`src/rtl/serializer_pkg.sv`:
```
// Shared definitions for the parallel-to-serial frame shifter.
package serializer_pkg;

  localparam int unsigned DefDataW     = 8;
  localparam int unsigned DefMsbFirst  = 0;
  localparam int unsigned DefParityEn  = 0;
  localparam int unsigned DefParityOdd = 0;

  typedef enum logic [1:0] {
    StIdle   = 2'd0,
    StShift  = 2'd1,
    StParity = 2'd2
  } state_e;

endpackage

```
`src/rtl/serializer_parity.sv`:
```
// Combinational parity of a parallel word; odd select inverts the even result.
module serializer_parity #(
  parameter int unsigned DATA_W = 8
) (
  input  logic [DATA_W-1:0] i_word,
  input  logic              i_odd,
  output logic              o_parity
);

  assign o_parity = (^i_word) ^ i_odd;

endmodule

```
`src/rtl/serializer_pipe.sv`:
```
// Loads a parallel word and shifts it out one bit per cycle, with optional trailing parity bit.
module serializer_pipe
  import serializer_pkg::*;
#(
  parameter int unsigned DATA_W     = DefDataW,
  parameter int unsigned MSB_FIRST  = DefMsbFirst,
  parameter int unsigned PARITY_EN  = DefParityEn,
  parameter int unsigned PARITY_ODD = DefParityOdd
) (
  input  logic              clock,
  input  logic              reset_n,
  input  logic [DATA_W-1:0] par_input,
  input  logic              store,
  output logic              ready,
  output logic              ser_output,
  output logic              ser_valid,
  output logic              ser_last,
  output logic              empty
);

  localparam int unsigned     FrameLen = DATA_W + PARITY_EN;
  localparam int unsigned     CntW     = $clog2(FrameLen + 1);
  localparam logic [CntW-1:0] CntLoad  = CntW'(FrameLen);
  localparam logic [CntW-1:0] CntOne   = CntW'(1);
  localparam logic [CntW-1:0] CntTwo   = CntW'(2);

  state_e            r_state, w_state_nxt;
  logic [DATA_W-1:0] r_shift, w_shift_nxt;
  logic [CntW-1:0]   r_cnt, w_cnt_nxt;
  logic              r_par, w_par_nxt;
  logic              r_out, w_out_nxt;
  logic              r_valid, w_valid_nxt;
  logic              r_last, w_last_nxt;
  logic              w_parity;
  logic              w_end;
  logic              w_accept;

  serializer_parity #(
    .DATA_W (DATA_W)
  ) u_parity (
    .i_word   (par_input),
    .i_odd    (PARITY_ODD != 0),
    .o_parity (w_parity)
  );

  assign w_end      = r_valid & r_last;
  assign ready      = (r_state == StIdle) | w_end;
  assign w_accept   = store & ready;
  assign empty      = (r_state == StIdle);
  assign ser_output = r_out;
  assign ser_valid  = r_valid;
  assign ser_last   = r_last;

  always_comb begin
    w_state_nxt = r_state;
    w_shift_nxt = r_shift;
    w_cnt_nxt   = r_cnt;
    w_par_nxt   = r_par;
    w_out_nxt   = r_out;
    w_valid_nxt = r_valid;
    w_last_nxt  = r_last;

    if (w_accept) begin
      // First bit goes straight to the output register; the rest wait in r_shift.
      w_state_nxt = StShift;
      w_cnt_nxt   = CntLoad;
      w_par_nxt   = (PARITY_EN != 0) ? w_parity : 1'b0;
      w_valid_nxt = 1'b1;
      w_last_nxt  = 1'b0;
      if (MSB_FIRST != 0) begin
        w_out_nxt   = par_input[DATA_W-1];
        w_shift_nxt = par_input << 1;
      end else begin
        w_out_nxt   = par_input[0];
        w_shift_nxt = par_input >> 1;
      end
    end else if ((r_state == StIdle) || w_end) begin
      w_state_nxt = StIdle;
      w_cnt_nxt   = '0;
      w_shift_nxt = '0;
      w_out_nxt   = 1'b0;
      w_valid_nxt = 1'b0;
      w_last_nxt  = 1'b0;
    end else begin
      // r_cnt counts bits still to show, including the one on the output now.
      w_cnt_nxt  = r_cnt - CntOne;
      w_last_nxt = (r_cnt == CntTwo);
      if ((PARITY_EN != 0) && (r_cnt == CntTwo)) begin
        w_state_nxt = StParity;
        w_out_nxt   = r_par;
      end else if (MSB_FIRST != 0) begin
        w_out_nxt   = r_shift[DATA_W-1];
        w_shift_nxt = r_shift << 1;
      end else begin
        w_out_nxt   = r_shift[0];
        w_shift_nxt = r_shift >> 1;
      end
    end
  end

  always_ff @(posedge clock or negedge reset_n) begin
    if (!reset_n) begin
      r_state <= StIdle;
      r_shift <= '0;
      r_cnt   <= '0;
      r_par   <= 1'b0;
      r_out   <= 1'b0;
      r_valid <= 1'b0;
      r_last  <= 1'b0;
    end else begin
      r_state <= w_state_nxt;
      r_shift <= w_shift_nxt;
      r_cnt   <= w_cnt_nxt;
      r_par   <= w_par_nxt;
      r_out   <= w_out_nxt;
      r_valid <= w_valid_nxt;
      r_last  <= w_last_nxt;
    end
  end

endmodule

```
`config.mk`:
```
export PLATFORM = sky130hd
export DESIGN_NAME = serializer_pipe
export DESIGN_NICKNAME = d
export VERILOG_FILES = /design/src/rtl/serializer_pkg.sv /design/src/rtl/serializer_parity.sv /design/src/rtl/serializer_pipe.sv
export SDC_FILE = /design/constraint.sdc
export NUM_CORES = 1
export LEC_CHECK = 0
export ABC_AREA = 1
export CORE_MARGIN = 5
export CORE_UTILIZATION = 30
export DETAILED_ROUTE_END_ITERATION = 12
export GPL_TIMING_DRIVEN = 0
export HOLD_SLACK_MARGIN = 0.05
export PLACE_DENSITY = 0.5
export SETUP_SLACK_MARGIN = 0.1
export SLEW_MARGIN = 20
export SYNTH_ARGS = -nofsm -noshare
export SYNTH_HDL_FRONTEND = slang
export SYNTH_SLANG_ARGS = --single-unit
```
`constraint.sdc`:
```
create_clock -name clock -period 1.1 [get_ports clock]
set_input_delay 0.22 -clock clock [delete_from_list [all_inputs] [get_ports clock]]
set_output_delay 0.22 -clock clock [all_outputs]
set_load 0.02 [all_outputs]
```
### Word-level counts from Yosys, hierarchy flattened

Cells that the tools add are included.

* bits in registers: 17
* bits of input ports: 11
* output and inout port bits: 5
* word-level logic and storage cells: 26

* add/sub/neg operators: 1
* equality and inequality tests: 1
* multiplexer cells: 12
* bitwise operators: 3
* reduce and logical (&&, ||, !) cells: 3

Operators with widths (number)
* $mux 7: 2
* $mux 4: 2
* $mux 1: 6
* $eq 4x2->1 const B: 1
* $mux 2: 2
* $sub 4x1->4 const B: 1
* $and 1x1->1: 2
* $logic_not 2->1: 1
* $reduce_bool 2->1: 1
* $logic_or 1x1->1: 1
* $or 1x1->1: 1

### Depth between registers and ports, before layout

* depth after elaboration: 4
* depth in mapped cells: 6
* gate-level depth less buffers: 5

### Least setup slack after synthesis

Ideal clock, no wire load.

* path kind: register -> output
* from: register r_valid, in the netlist ser_valid
* to: output ready
* arrival: 0.941 ns
* required time: 0.880 ns
* slack: -0.061 ns
* stages on the path, launching flop included: 5
* path buffers: 1
* cell sequence: dfrtp_1 -> inv_2 -> nor2_8 -> inv_4 -> buf_8

* word-level cells in the longest chain between the ends: 2

Ends and longest elaborated chain
* start: declaration: RTL line serializer_pipe.sv:32 `logic r_valid, w_valid_nxt;`
* start signal: assignment: RTL line serializer_pipe.sv:116 `r_valid <= w_valid_nxt;`
* $and 1x1->1: RTL line serializer_pipe.sv:46 `assign w_end = r_valid & r_last;`
* $or 1x1->1: RTL line serializer_pipe.sv:47 `assign ready = (r_state == StIdle) | w_end;`
* end: declaration: RTL line serializer_pipe.sv:14 `output logic ready,`

Every way passes these cells.

### Final worst setup path

* from: register r_last, in the netlist ser_last
* to: output ready

* word-level cells in the longest chain between the ends: 2

Ends and longest elaborated chain
* start: declaration: RTL line serializer_pipe.sv:33 `logic r_last, w_last_nxt;`
* start signal: assignment: RTL line serializer_pipe.sv:117 `r_last <= w_last_nxt;`
* $and 1x1->1: RTL line serializer_pipe.sv:46
* $or 1x1->1: RTL line serializer_pipe.sv:47

Every way passes these cells.

==> run metrics <==
Initial Util=0.319; RSZ-0062 raised after global routing=yes; Setup Skew=2.34 ps; fin. max-slew vios=0; FMAX=756 MHz; clock buffer depth=2; Tcrit/Tclk final=1.20; antenna viol nets, final=0; DIE WIDTH=around 56 µm; WL final=~1300 µm; first-iteration detailed-routing DRC count=5; Worst Hold Class=in2reg; DR WL/cell=approximately 11 µm; cell internal pwr=about 1.7 mW; Switching Power=between 1 and 1.5 mW; worst-path cell chain=nor2_8, inv_4, buf_12, buf_8; ANT cells=0; synthesis-to-finish area growth=50.5%; share of post-route cells with drive strength above 1=0.395; Placed Cells=~100; Filler Cell Count=approximately 190; total global routing overflow=0; register bit total from synthesis=14; slew margin rel.=0.597; H-tree depth=1; CTS root buffer=clkbuf_4; CP max stage cell=dfrtp_2; Die Ht=between 50 and 60 µm; Seq/Total Area, Yosys=0.554; core area=roughly 0.0020 mm²; final estimated routing congestion in global placement=between 0.6 and 0.7; Worst setup EP type=primary output; sw frac=0.379; startpoint types=flop; Worst-Margin Slew=603 ps; number of global-route vias before repair=496; failing checks=setup timing; Max Cap Viol=0; Synthesis Warnings=0; layout net count=100; first-pass GRT wire length=2170 µm; CP peak stage delay=440 ps; CTS buffer count=3; CP Data Arrival Time=about 1100 ps; Site Rows=16; maximum vdd drop=0.00125 V; Final setup violation count=13; Clk pin slew, worst setup/hold paths=roughly 80 ps; post-synth design cell area=around 630 µm²; io pins=16; via count=around 480; Gate power share=0.574; Tmin final=about 1300 ps; Clock power frac=0.108; Via density=~4.2; final worst slack=-223 ps; pre-CTS WS=-521 ps; largest net degree at the start of global routing=15; syn nets=74; GRT Overall Usage=0.0910; Fin. Hold Viols=0; Leak=0.470 nW; Worst Setup Path Type=reg2out; PwrDens=roughly 2800 mW/mm²; CTS Sinks=14; Finished Layout Cells=about 110; drc violations=0; Worst EP required=just under 900 ps; Reg power frac=0.319; CTS tree=built; DIE AREA=roughly 0.0031 mm²; status=finished with violations; Syn Area/Cell=slightly above 10 µm²; Synth cell types=16; Port Buffer Count=14; post-DP HPWL=833 µm; post-synthesis cell count=61; DP Area=about 810 µm²; Final TNS setup=-874 ps; drt pass-1 iters=4; initial antenna violation count=0; maximum fanout along the worst path=3; post-route cell area=approximately 950 µm²; Hold Buf Count CTS=0; clock latency on the worst-skew pair=between 200 and 300 ps
Yosys cell counts:
| cell | instances | share of area |
|---|---|---|
| nand3_1 | 4 | 0.032 |
| nor3_4 | 1 | 0.026 |
| o21ai_1 | 1 | 0.0079 |
| inv_2 | 1 | 0.0059 |
| nor2_1 | 2 | 0.012 |
| inv_1 | 4 | 0.024 |
| ha_1 | 2 | 0.040 |
| buf_8 | 1 | 0.024 |
| nor2_8 | 1 | 0.032 |
| nand3_2 | 5 | 0.079 |
| a21oi_1 | 1 | 0.0079 |
| nor2_2 | 2 | 0.020 |
| buf_2 | 1 | 0.0079 |
| inv_4 | 1 | 0.0099 |
| dfrtp_1 | 14 | 0.55 |
| nand2_1 | 20 | 0.12 |
final timing paths:
check	startpoint	slack, ps	end	cells past startpoint
worst max-delay path	ser_last	-220	ready	4
worst min-delay path	store	290	r_shift[2]	3
worst max register to register	ser_last	-80	r_shift[5]	7
worst min register to register	r_shift[3]	450	r_shift[2]	2
max in group asynchronous	reset_n	350	ser_last	1
min in group asynchronous	reset_n	330	r_shift[0]	1
logic make-up (layout without fill, tap and decap cells):
family / after synthesis / count (layout) / share of synthesized area
fa+ha+maj: 2 / 2 / 0.0396
buf+inv: 8 / 33 / 0.0713
flops: 14 / 14 / 0.554
compound gates: 2 / 2 / 0.0158
simple gates: 35 / 35 / 0.319
layer usage:
metal / routed length (µm) / vias to the layer above / track usage
met4: 22 / 0 / 0.0407
met5: 0 / - / 0
met1: 531 / 219 / 0.104
met3: 67 / 2 / 0.0441
li1: - / 244 / -
met2: 643 / 11 / 0.144
stage by stage:
stage / hold slack [ps] / power (mW) / util
finish: 288 / 2.67 / 0.480
global route: 287 / 2.89 / 0.480
CTS: 279 / 2.32 / 0.437
detailed placement: 430 / 1.88 / 0.409
global placement: 429 / 1.86 / 0.409
floorplan: -75.6 / 1.55 / -
state kept, by name, indices dropped and copies added (netlist names):
register / cells
r_shift: 7
ser_last: 1
ser_output: 1
ser_valid: 1
r_cnt: 4
layout make-up:
cell class | count | area (µm²) | area share
Timing Repair Buffer | 21 | 218 | 0.229
Tap cell | 27 | 33.8 | 0.0355
Buffer | 2 | 25.0 | 0.0263
Clock buffer | 4 | 26.3 | 0.0276
Inverter | 6 | 27.5 | 0.0289
Multi-Input combinational cell | 39 | 267 | 0.280
Sequential cell | 14 | 354 | 0.372
critical path, delay by kind of cell, from the launching register on:
family	cells	cell delay (ps)
buffers and inverters	3	290
and+or+nand+nor	1	110
DFF	1	440
power by group through the flow:
stage | clock network [mW] | logic [mW] | registers, mW
final | 0.287 | 1.53 | 0.850
after detailed placement | 0 | 1.04 | 0.850
after CTS | 0.302 | 1.18 | 0.841
after floorplan | 0 | 0.664 | 0.886
after global placement | 0 | 1.01 | 0.845
after global routing | 0.329 | 1.69 | 0.871
cells in the final DEF (no fill, tap or decap):
cell,netlist,final
nand2_1,20,17
dfrtp_1,14,11
clkdlybuf4s50_1,0,9
nand3_2,5,5
buf_4,0,5
inv_1,4,4
nand3_1,4,4
buf_2,1,3
clkbuf_4,0,3
dfrtp_2,0,3
inv_4,1,2
buf_12,0,2
nor2_4,0,2
nand2_4,0,2
ha_1,2,2
nor2_8,1,1
o21ai_1,1,1
a21oi_1,1,1
nor3_4,1,1
nor2_2,2,1
nand2_2,0,1
nor2_1,2,1
clkbuf_1,0,1
clkbuf_16,0,1
buf_8,1,1
buf_6,0,1
dlygate4sd2_1,0,1
what timing repair did:
item,in CTS,in global routing
gates cloned,0,1
gates resized for setup,21,14
endpoints found under the hold margin,0,0
pin swaps,1,1
setup endpoints to repair,15,17
setup buffers,3,4
Power figures use the tool's default switching activity.
